<file path="src/rtl/alu_secuencial_if.sv">
// rtl/alu_secuencial_if.sv - operand/result handshake bundle for the sequential ALU
interface alu_secuencial_if #(
    parameter int lenD = 8,
    parameter int lenO = 6
);
    logic            in_valid;
    logic            in_ready;
    logic [lenD-1:0] nr1;
    logic [lenD-1:0] nr2;
    logic [lenO-1:0] operacion;
    logic            out_valid;
    logic            out_ready;
    logic [lenD-1:0] resultado;
    logic            zero;
    logic            negative;
    logic            carry;
    logic            overflow;
    logic            invalid_op;

    modport master (
        output in_valid, nr1, nr2, operacion, out_ready,
        input  in_ready, out_valid, resultado, zero, negative, carry, overflow, invalid_op
    );

    modport slave (
        input  in_valid, nr1, nr2, operacion, out_ready,
        output in_ready, out_valid, resultado, zero, negative, carry, overflow, invalid_op
    );
endinterface

</file>
<file path="src/rtl/alu_secuencial.sv">
// rtl/alu_secuencial.sv - registered handshaked ALU with flags and iterative shift-add MUL
module alu_secuencial #(
    parameter int lenD = 8,
    parameter int lenO = 6
) (
    input logic            clk,
    input logic            reset,
    alu_secuencial_if.slave bus
);
    localparam int CNT_W = $clog2(lenD);
    localparam logic [lenO-1:0] OP_ADD = lenO'(6'b100000);
    localparam logic [lenO-1:0] OP_SUB = lenO'(6'b100010);
    localparam logic [lenO-1:0] OP_AND = lenO'(6'b100100);
    localparam logic [lenO-1:0] OP_OR  = lenO'(6'b100101);
    localparam logic [lenO-1:0] OP_XOR = lenO'(6'b100110);
    localparam logic [lenO-1:0] OP_NOR = lenO'(6'b100111);
    localparam logic [lenO-1:0] OP_SRA = lenO'(6'b000011);
    localparam logic [lenO-1:0] OP_SRL = lenO'(6'b000010);
    localparam logic [lenO-1:0] OP_SLT = lenO'(6'b101010);
    localparam logic [lenO-1:0] OP_MUL = lenO'(6'b011000);
    localparam logic [lenD-1:0] LEN_V  = lenD'(lenD);

    typedef enum logic [1:0] {IDLE, CALC, DONE} state_t;

    state_t          state_q;
    logic            in_ready_q, out_valid_q;
    logic [lenD-1:0] res_q;
    logic            zero_q, negative_q, carry_q, overflow_q, invalid_q;
    logic [lenD-1:0] acc_q, mcand_q, mplier_q;
    logic [CNT_W-1:0] cnt_q;

    logic [lenD-1:0] a, b;
    logic [lenD:0]   sum_ext;
    logic [lenD-1:0] diff;
    logic [lenD-1:0] res_d, acc_d;
    logic            carry_d, overflow_d, invalid_d;

    assign a = bus.nr1;
    assign b = bus.nr2;

    // Single-cycle ops are evaluated on the live operands, so the accept edge latches the answer directly.
    always_comb begin
        sum_ext    = {1'b0, a} + {1'b0, b};
        diff       = a - b;
        res_d      = '0;
        carry_d    = 1'b0;
        overflow_d = 1'b0;
        invalid_d  = 1'b0;
        case (bus.operacion)
            OP_ADD: begin
                res_d      = sum_ext[lenD-1:0];
                carry_d    = sum_ext[lenD];
                overflow_d = (a[lenD-1] == b[lenD-1]) && (sum_ext[lenD-1] != a[lenD-1]);
            end
            OP_SUB: begin
                res_d      = diff;
                carry_d    = (a < b);
                overflow_d = (a[lenD-1] != b[lenD-1]) && (diff[lenD-1] != a[lenD-1]);
            end
            OP_AND: res_d = a & b;
            OP_OR:  res_d = a | b;
            OP_XOR: res_d = a ^ b;
            OP_NOR: res_d = ~(a | b);
            OP_SRA: res_d = (b >= LEN_V) ? {lenD{a[lenD-1]}} : lenD'($signed(a) >>> b);
            OP_SRL: res_d = (b >= LEN_V) ? '0 : (a >> b);
            OP_SLT: res_d = {{(lenD-1){1'b0}}, ($signed(a) < $signed(b))};
            OP_MUL: res_d = '0;
            default: begin
                res_d     = '1;
                invalid_d = 1'b1;
            end
        endcase
    end

    assign acc_d = mplier_q[0] ? (acc_q + mcand_q) : acc_q;

    always_ff @(posedge clk) begin
        if (reset) begin
            state_q     <= IDLE;
            in_ready_q  <= 1'b1;
            out_valid_q <= 1'b0;
            res_q       <= '0;
            zero_q      <= 1'b0;
            negative_q  <= 1'b0;
            carry_q     <= 1'b0;
            overflow_q  <= 1'b0;
            invalid_q   <= 1'b0;
            acc_q       <= '0;
            mcand_q     <= '0;
            mplier_q    <= '0;
            cnt_q       <= '0;
        end else begin
            case (state_q)
                IDLE: begin
                    if (bus.in_valid) begin
                        in_ready_q <= 1'b0;
                        if (bus.operacion == OP_MUL) begin
                            state_q  <= CALC;
                            acc_q    <= '0;
                            mcand_q  <= a;
                            mplier_q <= b;
                            cnt_q    <= '0;
                        end else begin
                            state_q     <= DONE;
                            out_valid_q <= 1'b1;
                            res_q       <= res_d;
                            zero_q      <= (res_d == '0);
                            negative_q  <= res_d[lenD-1];
                            carry_q     <= carry_d;
                            overflow_q  <= overflow_d;
                            invalid_q   <= invalid_d;
                        end
                    end
                end
                CALC: begin
                    acc_q    <= acc_d;
                    mcand_q  <= mcand_q << 1;
                    mplier_q <= mplier_q >> 1;
                    cnt_q    <= cnt_q + 1'b1;
                    if (cnt_q == CNT_W'(lenD - 1)) begin
                        state_q     <= DONE;
                        out_valid_q <= 1'b1;
                        res_q       <= acc_d;
                        zero_q      <= (acc_d == '0);
                        negative_q  <= acc_d[lenD-1];
                        carry_q     <= 1'b0;
                        overflow_q  <= 1'b0;
                        invalid_q   <= 1'b0;
                    end
                end
                DONE: begin
                    if (bus.out_ready) begin
                        state_q     <= IDLE;
                        out_valid_q <= 1'b0;
                        in_ready_q  <= 1'b1;
                    end
                end
                default: begin
                    state_q     <= IDLE;
                    out_valid_q <= 1'b0;
                    in_ready_q  <= 1'b1;
                end
            endcase
        end
    end

    assign bus.in_ready   = in_ready_q;
    assign bus.out_valid  = out_valid_q;
    assign bus.resultado  = res_q;
    assign bus.zero       = zero_q;
    assign bus.negative   = negative_q;
    assign bus.carry      = carry_q;
    assign bus.overflow   = overflow_q;
    assign bus.invalid_op = invalid_q;
endmodule

</file>
<file path="src/flat_wrapper.sv">
// flat-port wrapper written by rule: the top's interface ports become plain ports
module alu_secuencial_flat 
#(
    parameter int lenD = 8,
    parameter int lenO = 6
)
  (clk, reset, bus_in_valid, bus_nr1, bus_nr2, bus_operacion, bus_out_ready, bus_in_ready, bus_out_valid, bus_resultado, bus_zero, bus_negative, bus_carry, bus_overflow, bus_invalid_op);
  alu_secuencial_if #(.lenD(lenD), .lenO(lenO)) bus_i ();
  input logic clk;
  input logic reset;
  input wire logic [$bits(bus_i.in_valid)-1:0] bus_in_valid;
  input wire logic [$bits(bus_i.nr1)-1:0] bus_nr1;
  input wire logic [$bits(bus_i.nr2)-1:0] bus_nr2;
  input wire logic [$bits(bus_i.operacion)-1:0] bus_operacion;
  input wire logic [$bits(bus_i.out_ready)-1:0] bus_out_ready;
  output wire logic [$bits(bus_i.in_ready)-1:0] bus_in_ready;
  output wire logic [$bits(bus_i.out_valid)-1:0] bus_out_valid;
  output wire logic [$bits(bus_i.resultado)-1:0] bus_resultado;
  output wire logic [$bits(bus_i.zero)-1:0] bus_zero;
  output wire logic [$bits(bus_i.negative)-1:0] bus_negative;
  output wire logic [$bits(bus_i.carry)-1:0] bus_carry;
  output wire logic [$bits(bus_i.overflow)-1:0] bus_overflow;
  output wire logic [$bits(bus_i.invalid_op)-1:0] bus_invalid_op;
  assign bus_i.in_valid = bus_in_valid;
  assign bus_i.nr1 = bus_nr1;
  assign bus_i.nr2 = bus_nr2;
  assign bus_i.operacion = bus_operacion;
  assign bus_i.out_ready = bus_out_ready;
  assign bus_in_ready = bus_i.in_ready;
  assign bus_out_valid = bus_i.out_valid;
  assign bus_resultado = bus_i.resultado;
  assign bus_zero = bus_i.zero;
  assign bus_negative = bus_i.negative;
  assign bus_carry = bus_i.carry;
  assign bus_overflow = bus_i.overflow;
  assign bus_invalid_op = bus_i.invalid_op;
  alu_secuencial #(.lenD(lenD), .lenO(lenO)) u_core (.clk(clk), .reset(reset), .bus(bus_i));
endmodule
</file>
<file path="config.mk">
export PLATFORM = sky130hd
export DESIGN_NAME = alu_secuencial_flat
export DESIGN_NICKNAME = d
export VERILOG_FILES = /design/src/rtl/alu_secuencial_if.sv /design/src/rtl/alu_secuencial.sv /design/src/flat_wrapper.sv
export SDC_FILE = /design/constraint.sdc
export NUM_CORES = 1
export LEC_CHECK = 0
export ABC_AREA = 0
export ABC_CLOCK_PERIOD_IN_PS = 3340
export CORE_AREA = 3 3 78 117
export CTS_CLUSTER_DIAMETER = 30
export CTS_CLUSTER_SIZE = 14
export DETAILED_ROUTE_END_ITERATION = 6
export DIE_AREA = 0 0 81 120
export PLACE_DENSITY = 0.7
export SLEW_MARGIN = 5
export SYNTH_ARGS = -nofsm -noshare
export SYNTH_HDL_FRONTEND = slang
export SYNTH_SLANG_ARGS = --single-unit
</file>
<file path="constraint.sdc">
create_clock -name clk -period 3.34 [get_ports clk]
set_input_delay 0.334 -clock clk [delete_from_list [all_inputs] [get_ports clk]]
set_output_delay 0.334 -clock clk [all_outputs]
set_load 0.01 [all_outputs]
</file>
# Yosys cells after proc, flatten, opt, wreduce, memory -nomap -nowiden
# Cells that the tools add are included.
[word_totals]
word_cells = 115
reg_bits = 44
out_inout_bits = 15
inputBits = 26
[classes]
eq_ne = 22
n_lt_le_gt_ge = 3
n_reduce_logical = 12
mux = 54
n_bitwise = 5
n_addsub = 4
shift = 2
[ops]
columns = ["operator", "count"]
rows = [
  ["8-bit two-way mux", 12],
  ["8-bit case mux with 10 select lines", 1],
  ["8-bit case mux with 2 select lines", 4],
  ["6-bit equality test, second input constant", 7],
  ["1-bit two-way mux", 20],
  ["8-bit zero test", 2],
  ["8-bit < comparator", 2],
  ["1-bit case mux with 2 select lines", 7],
  ["6-bit by 2-bit equality test with 1-bit output, second input constant", 2],
  ["8-bit by 8-bit adder with 9-bit output", 1],
  ["3-bit AND reduction", 3],
  ["9-bit OR reduction", 1],
  ["8-bit adder", 1],
  ["8-bit bitwise AND", 1],
  ["8-bit by 4-bit >= comparator with 1-bit output, second input constant", 1],
  ["2-bit two-way mux", 4],
  ["8-bit inverter", 1],
  ["8-bit OR", 1],
  ["4-bit AND reduction", 2],
  ["8-bit by 8-bit right shift with 8-bit output", 1],
  ["8-bit by 8-bit >>> shifter with 8-bit output", 1],
  ["8-bit subtractor", 1],
  ["8-bit XOR", 1],
  ["6-bit by 5-bit equality test with 1-bit output, second input constant", 1],
  ["16 further kinds", 24],
]

# Logic depth before layout (Yosys ltp)
[depth]
ltp_word = 7
ltp_mapped = 12
depth_no_buf = 12

# Worst setup path after synthesis
# No wires, ideal clock.
[synth_path]
path_type = "input to register"
start = "input bus_nr2[2]"
end = "register u_core.zero_q, in the netlist u_core.bus.zero"
setup_slack_ns = 0.484
arrival_ns = 2.794
stages = 11
path_buffers = 2
path_cell_list = "buf_2 inv_1 ha_1 buf_6 o311a_1 o31ai_1 a21oi_1 or4_4 nor4_2 nand4_1 nand3_1"
[synth_between]
elab_chain_len = 7
[synth_lines]
columns = ["item", "line_no", "rtl"]
rows = [
  ["start, declared", "flat_wrapper.sv:13", "input wire logic [$bits(bus_i.nr2)-1:0] bus_nr2;"],
  ["8-bit by 4-bit >= comparator with 1-bit output, or another cell as far along", "alu_secuencial.sv:64, alu_secuencial.sv:65", ""],
  ["8-bit two-way mux, or another cell as far along", "alu_secuencial.sv:65", "OP_SRL: res_d = (b >= LEN_V) ? '0 : (a >> b);"],
  ["8-bit case mux with 10 select lines (*)", "alu_secuencial.sv:49", "case (bus.operacion)"],
  ["8-bit zero test (*)", "alu_secuencial.sv:107", "zero_q <= (res_d == '0);"],
  ["1-bit two-way mux (*)", "alu_secuencial.sv:97", "if (bus.operacion == OP_MUL) begin"],
  ["1-bit two-way mux (*)", "alu_secuencial.sv:95", "if (bus.in_valid) begin"],
  ["1-bit case mux with 2 select lines (*)", "alu_secuencial.sv:93", "case (state_q)"],
  ["end signal, assigned", "alu_secuencial.sv:107", ""],
  ["end signal, assigned", "alu_secuencial.sv:124", "zero_q <= (acc_d == '0);"],
  ["end, declared", "alu_secuencial.sv:28", "logic zero_q, negative_q, carry_q, overflow_q, invalid_q;"],
]
# Every way passes the cells marked *; elsewhere a longest branch is shown, timed or not. The select of a mux whose other input is x is not followed.
# A chain may end at the register's enable or synchronous reset.

# Worst setup path after layout
[layout_path]
start = "input bus_nr1[0]"
end = "register u_core.zero_q, in the netlist u_core.bus.zero"
[layout_between]
elab_chain_len = 7
[layout_lines]
columns = ["item", "line_no", "rtl"]
rows = [
  ["start, declared", "flat_wrapper.sv:12", "input wire logic [$bits(bus_i.nr1)-1:0] bus_nr1;"],
  ["branches (longest 2 deep; another with 8-bit subtractor)", "--", ""],
  ["8-bit case mux with 10 select lines (*)", "alu_secuencial.sv:49", ""],
  ["8-bit zero test (*)", "alu_secuencial.sv:107", ""],
  ["1-bit two-way mux (*)", "alu_secuencial.sv:97", ""],
  ["1-bit two-way mux (*)", "alu_secuencial.sv:95", ""],
  ["1-bit case mux with 2 select lines (*)", "alu_secuencial.sv:93", ""],
]
# Mark *: on every way between the ends. The select of a mux whose other input is x is not followed.

==> results by group <==
Status
  • Status: complete, no violations

Worst setup path
  • Crit start category: primary input
  • Buf/Inv on CP: 4
  • Critical Path Max Stage Delay: 0.54 ns
  • Most common cell on crit path: inv_1
  • Worst path arrival time: between 3 and 4 ns
  • CP Class: in -> reg
  • Crit-path cells: clkdlybuf4s50_1 -> inv_1 -> ha_1 -> inv_1 -> fa_1 -> inv_1 -> o311a_1 -> o31ai_1 -> a21oi_1 -> or4_4 -> nor4_2 -> nand4_1 -> nand3_1
  • Setup crit end kind: flip-flop
  • Slowest cell on the critical path: or4_4
  • Req. time, crit path: 3.57 ns
  • Worst-path fanout max: 3
  • Crit-path leading delay family: simple AND/OR/NAND/NOR gates

Clock tree
  • Post-CTS Setup Inserts: 0
  • Clock slew at reported path FFs: approximately 0.060 ns
  • Post-cts sizing count: 0
  • TritonCTS clock tree: done
  • Maximum buffer depth of the clock tree: 2
  • CTS H-tree lvls: 2
  • Num CTS Buffers: 5
  • Insertion delay to the later sink of the worst-skew pair: about 0.29 ns
  • Cts hold-fix bufs: 0
  • Clock sink count: 43
  • Root Buffer: clkbuf_16

Drt
  • # DRC: 0
  • DRT Pass-1 Iters: 5
  • Routed wl met3: 554 µm
  • WL/cell: ~19 µm
  • Top sig layer: met4
  • Vias: 4,283
  • Routed WL: around 13 mm
  • M1 WL: 4.884 mm
  • Via/cell ratio: a little over 6
  • ANT nets after route: 0
  • WL met2: ~6.5 mm
  • Initial drt markers: approximately 250

Logic synthesis
  • Synthesized net count: approximately 600
  • Post-Syn Area per Cell: 7.514 µm²
  • Synth unique cells: 73
  • Area leader, netlist: dfxtp_1
  • Synth warn: 0
  • Ys flop type: dfxtp_1
  • Synth Register Bits: 43
  • Async SR Flop Fraction: 0
  • Post-synth design cell area: 4058 µm²
  • Synth area leaders: dfxtp_1 21%, ha_1 10%, a21oi_1 6.4%
  • Number of flops mapped to enable cells by yosys: 0
  • Post-Syn Instances: 540
  • Yosys top cell area share: 0.2121
  • Sequential-to-total area share from yosys stat: 0.2121

Power
  • Leakage: 1.969 nW
  • Power per cell area: 295.0 nW/µm²
  • Total power: around 0.0014 W
  • Max IR drop VDD: ~310 µV

Timing
  • Final setup vio count: 0
  • Slew headroom: 0.3531
  • Fin. max-slew vios: 0
  • Fin crit period: roughly 3.2 ns
  • Max frequency: between 0.3 and 0.4 GHz
  • Worst hold slack: ~0.46 ns
  • Measured slew at the worst slew-check pin: about 0.96 ns
  • Skew final: 0.002478 ns
  • RSZ-0062 raised after global routing: no
  • Final Cycle Share: 0.9588
  • Fin. Hold Viols: 0
  • Setup TNS: 0 ns

GRT
  • Vias in the first global route: between 4,000 and 5,000
  • Largest net degree at the start of global routing: 48
  • First-pass GRT wire length: between 20 and 25 mm
  • Gr usage total: 0.2781
  • Initial antenna violation count: 0
  • Remaining global-route overflow: 0

Floorplan
  • Standard-cell rows: around 40
  • IO Pins: 41
  • Die ar.: about 9700 µm²
  • Initial Util: 0.4883
  • Die Wd: roughly 80 µm
  • Core area: ~8300 µm²
  • Die Span Y: 120 µm

Cells and area
  • Syn-to-layout area delta: 18.84%
  • # diodes: 0
  • NumNets Final: 644
  • Most common cell after layout, fill and taps aside: nor2_1
  • Share of cells above drive strength 1: 0.09949
  • Commonest cells after routing, fill and taps aside: 69 x nor2_1, 52 x a21oi_1, 43 x dfxtp_1

Placement
  • Port Buf Inserts: 40
  • Final Wtd Congestion: about 0.98
  • DP HPWL: just over 10 mm

Job
  • Total of max-cap violations: 0

Hold path
  • Hold Path Class: reg -> reg
## synth_stat cells, types with 9 or more instances
master    instances
ha_1             33
clkbuf_1         31
inv_1            26
nand2_1          42
o21ai_0          12
nand2b_1          9
nor3_1           15
nor2_1           69
xnor2_1          13
nand3_1          16
a211oi_1         20
dfxtp_1          43
mux2i_1          12
a21oi_1          52
## worst min-delay path: cells and delay by family (launching register included)
| family | cells | cell delay (ns) |
|---|---|---|
| compound gates | 1 | 0.05 |
| flops | 1 | 0.31 |
| simple gates | 1 | 0.05 |
## logic make-up (layout without fill, tap and decap cells)
group	after synthesis	in the layout	share of synthesized area
xor gates and xnor gates	19	19	0.04101
muxes	22	22	0.06383
DFF	43	43	0.2122
adders and majority gates	36	36	0.1166
AOI/OAI and AO/OA	155	155	0.2553
buffers and inverters	67	110	0.06784
and+or+nand+nor	198	198	0.2433
## layer usage
metal  vias up  global-route usage
met5         -                   0
met4         0              0.2156
met3        56             0.03979
met2       148              0.4614
met1      2028              0.3097
li1       2051                   -
## path summary, 6_finish.rpt
path	start	to	slack, ns	cells after the start
worst max-delay path	bus_nr1[0]	u_core.bus.zero	0.14	13
worst min-delay path	u_core.bus.invalid_op	u_core.bus.invalid_op	0.46	2
worst max register to register	u_core.mcand_q[0]	u_core.bus.resultado[6]	0.63	9
worst min register to register	u_core.bus.invalid_op	u_core.bus.invalid_op	0.46	2
## through the flow
stage | setup WS [ns] | instance area [µm²] | utilization | instances
2_1_floorplan | 0.4840 | 4058 | - | 540
3_3_place_gp | 0.04015 | 4681 | 0.5632 | 682
3_5_place_dp | -0.08498 | 4681 | 0.5632 | 682
4_1_cts | 0.2150 | 4822 | 0.5802 | 690
5_1_grt | 0.06893 | 4822 | 0.5802 | 690
6_report | 0.1377 | 4822 | 0.5802 | 690
## cell type report
type	count	area (µm²)
fill	814	3488
multi-input combinational	430	2922
inverter	27	101.3
timing repair buffer	75	663.1
tap	107	133.9
clock buffer	6	128.9
clock inverter	2	12.51
sequential	43	860.8
## registers in the layout (all words and copies together) (netlist names)
register,flops
u_core.bus.in_ready,1
u_core.cnt_q,3
u_core.mplier_q,8
u_core.mcand_q,8
u_core.bus.out_valid,1
u_core.bus.overflow,1
u_core.bus.resultado,8
u_core.bus.carry,1
u_core.bus.invalid_op,1
u_core.bus.zero,1
u_core.state_q,2
u_core.acc_q,8
## power by group
group	switching, W	internal, W	leakage [nW]	total, W
Clock	0.000204	0.000276	0.0669	0.000480
Combinational	0.000220	0.000183	1.55	0.000403
Sequential	0.0000113	0.000528	0.349	0.000539
Total	0.000436	0.000987	1.97	0.00142
Note: power is estimated with default switching activity, not from simulation.
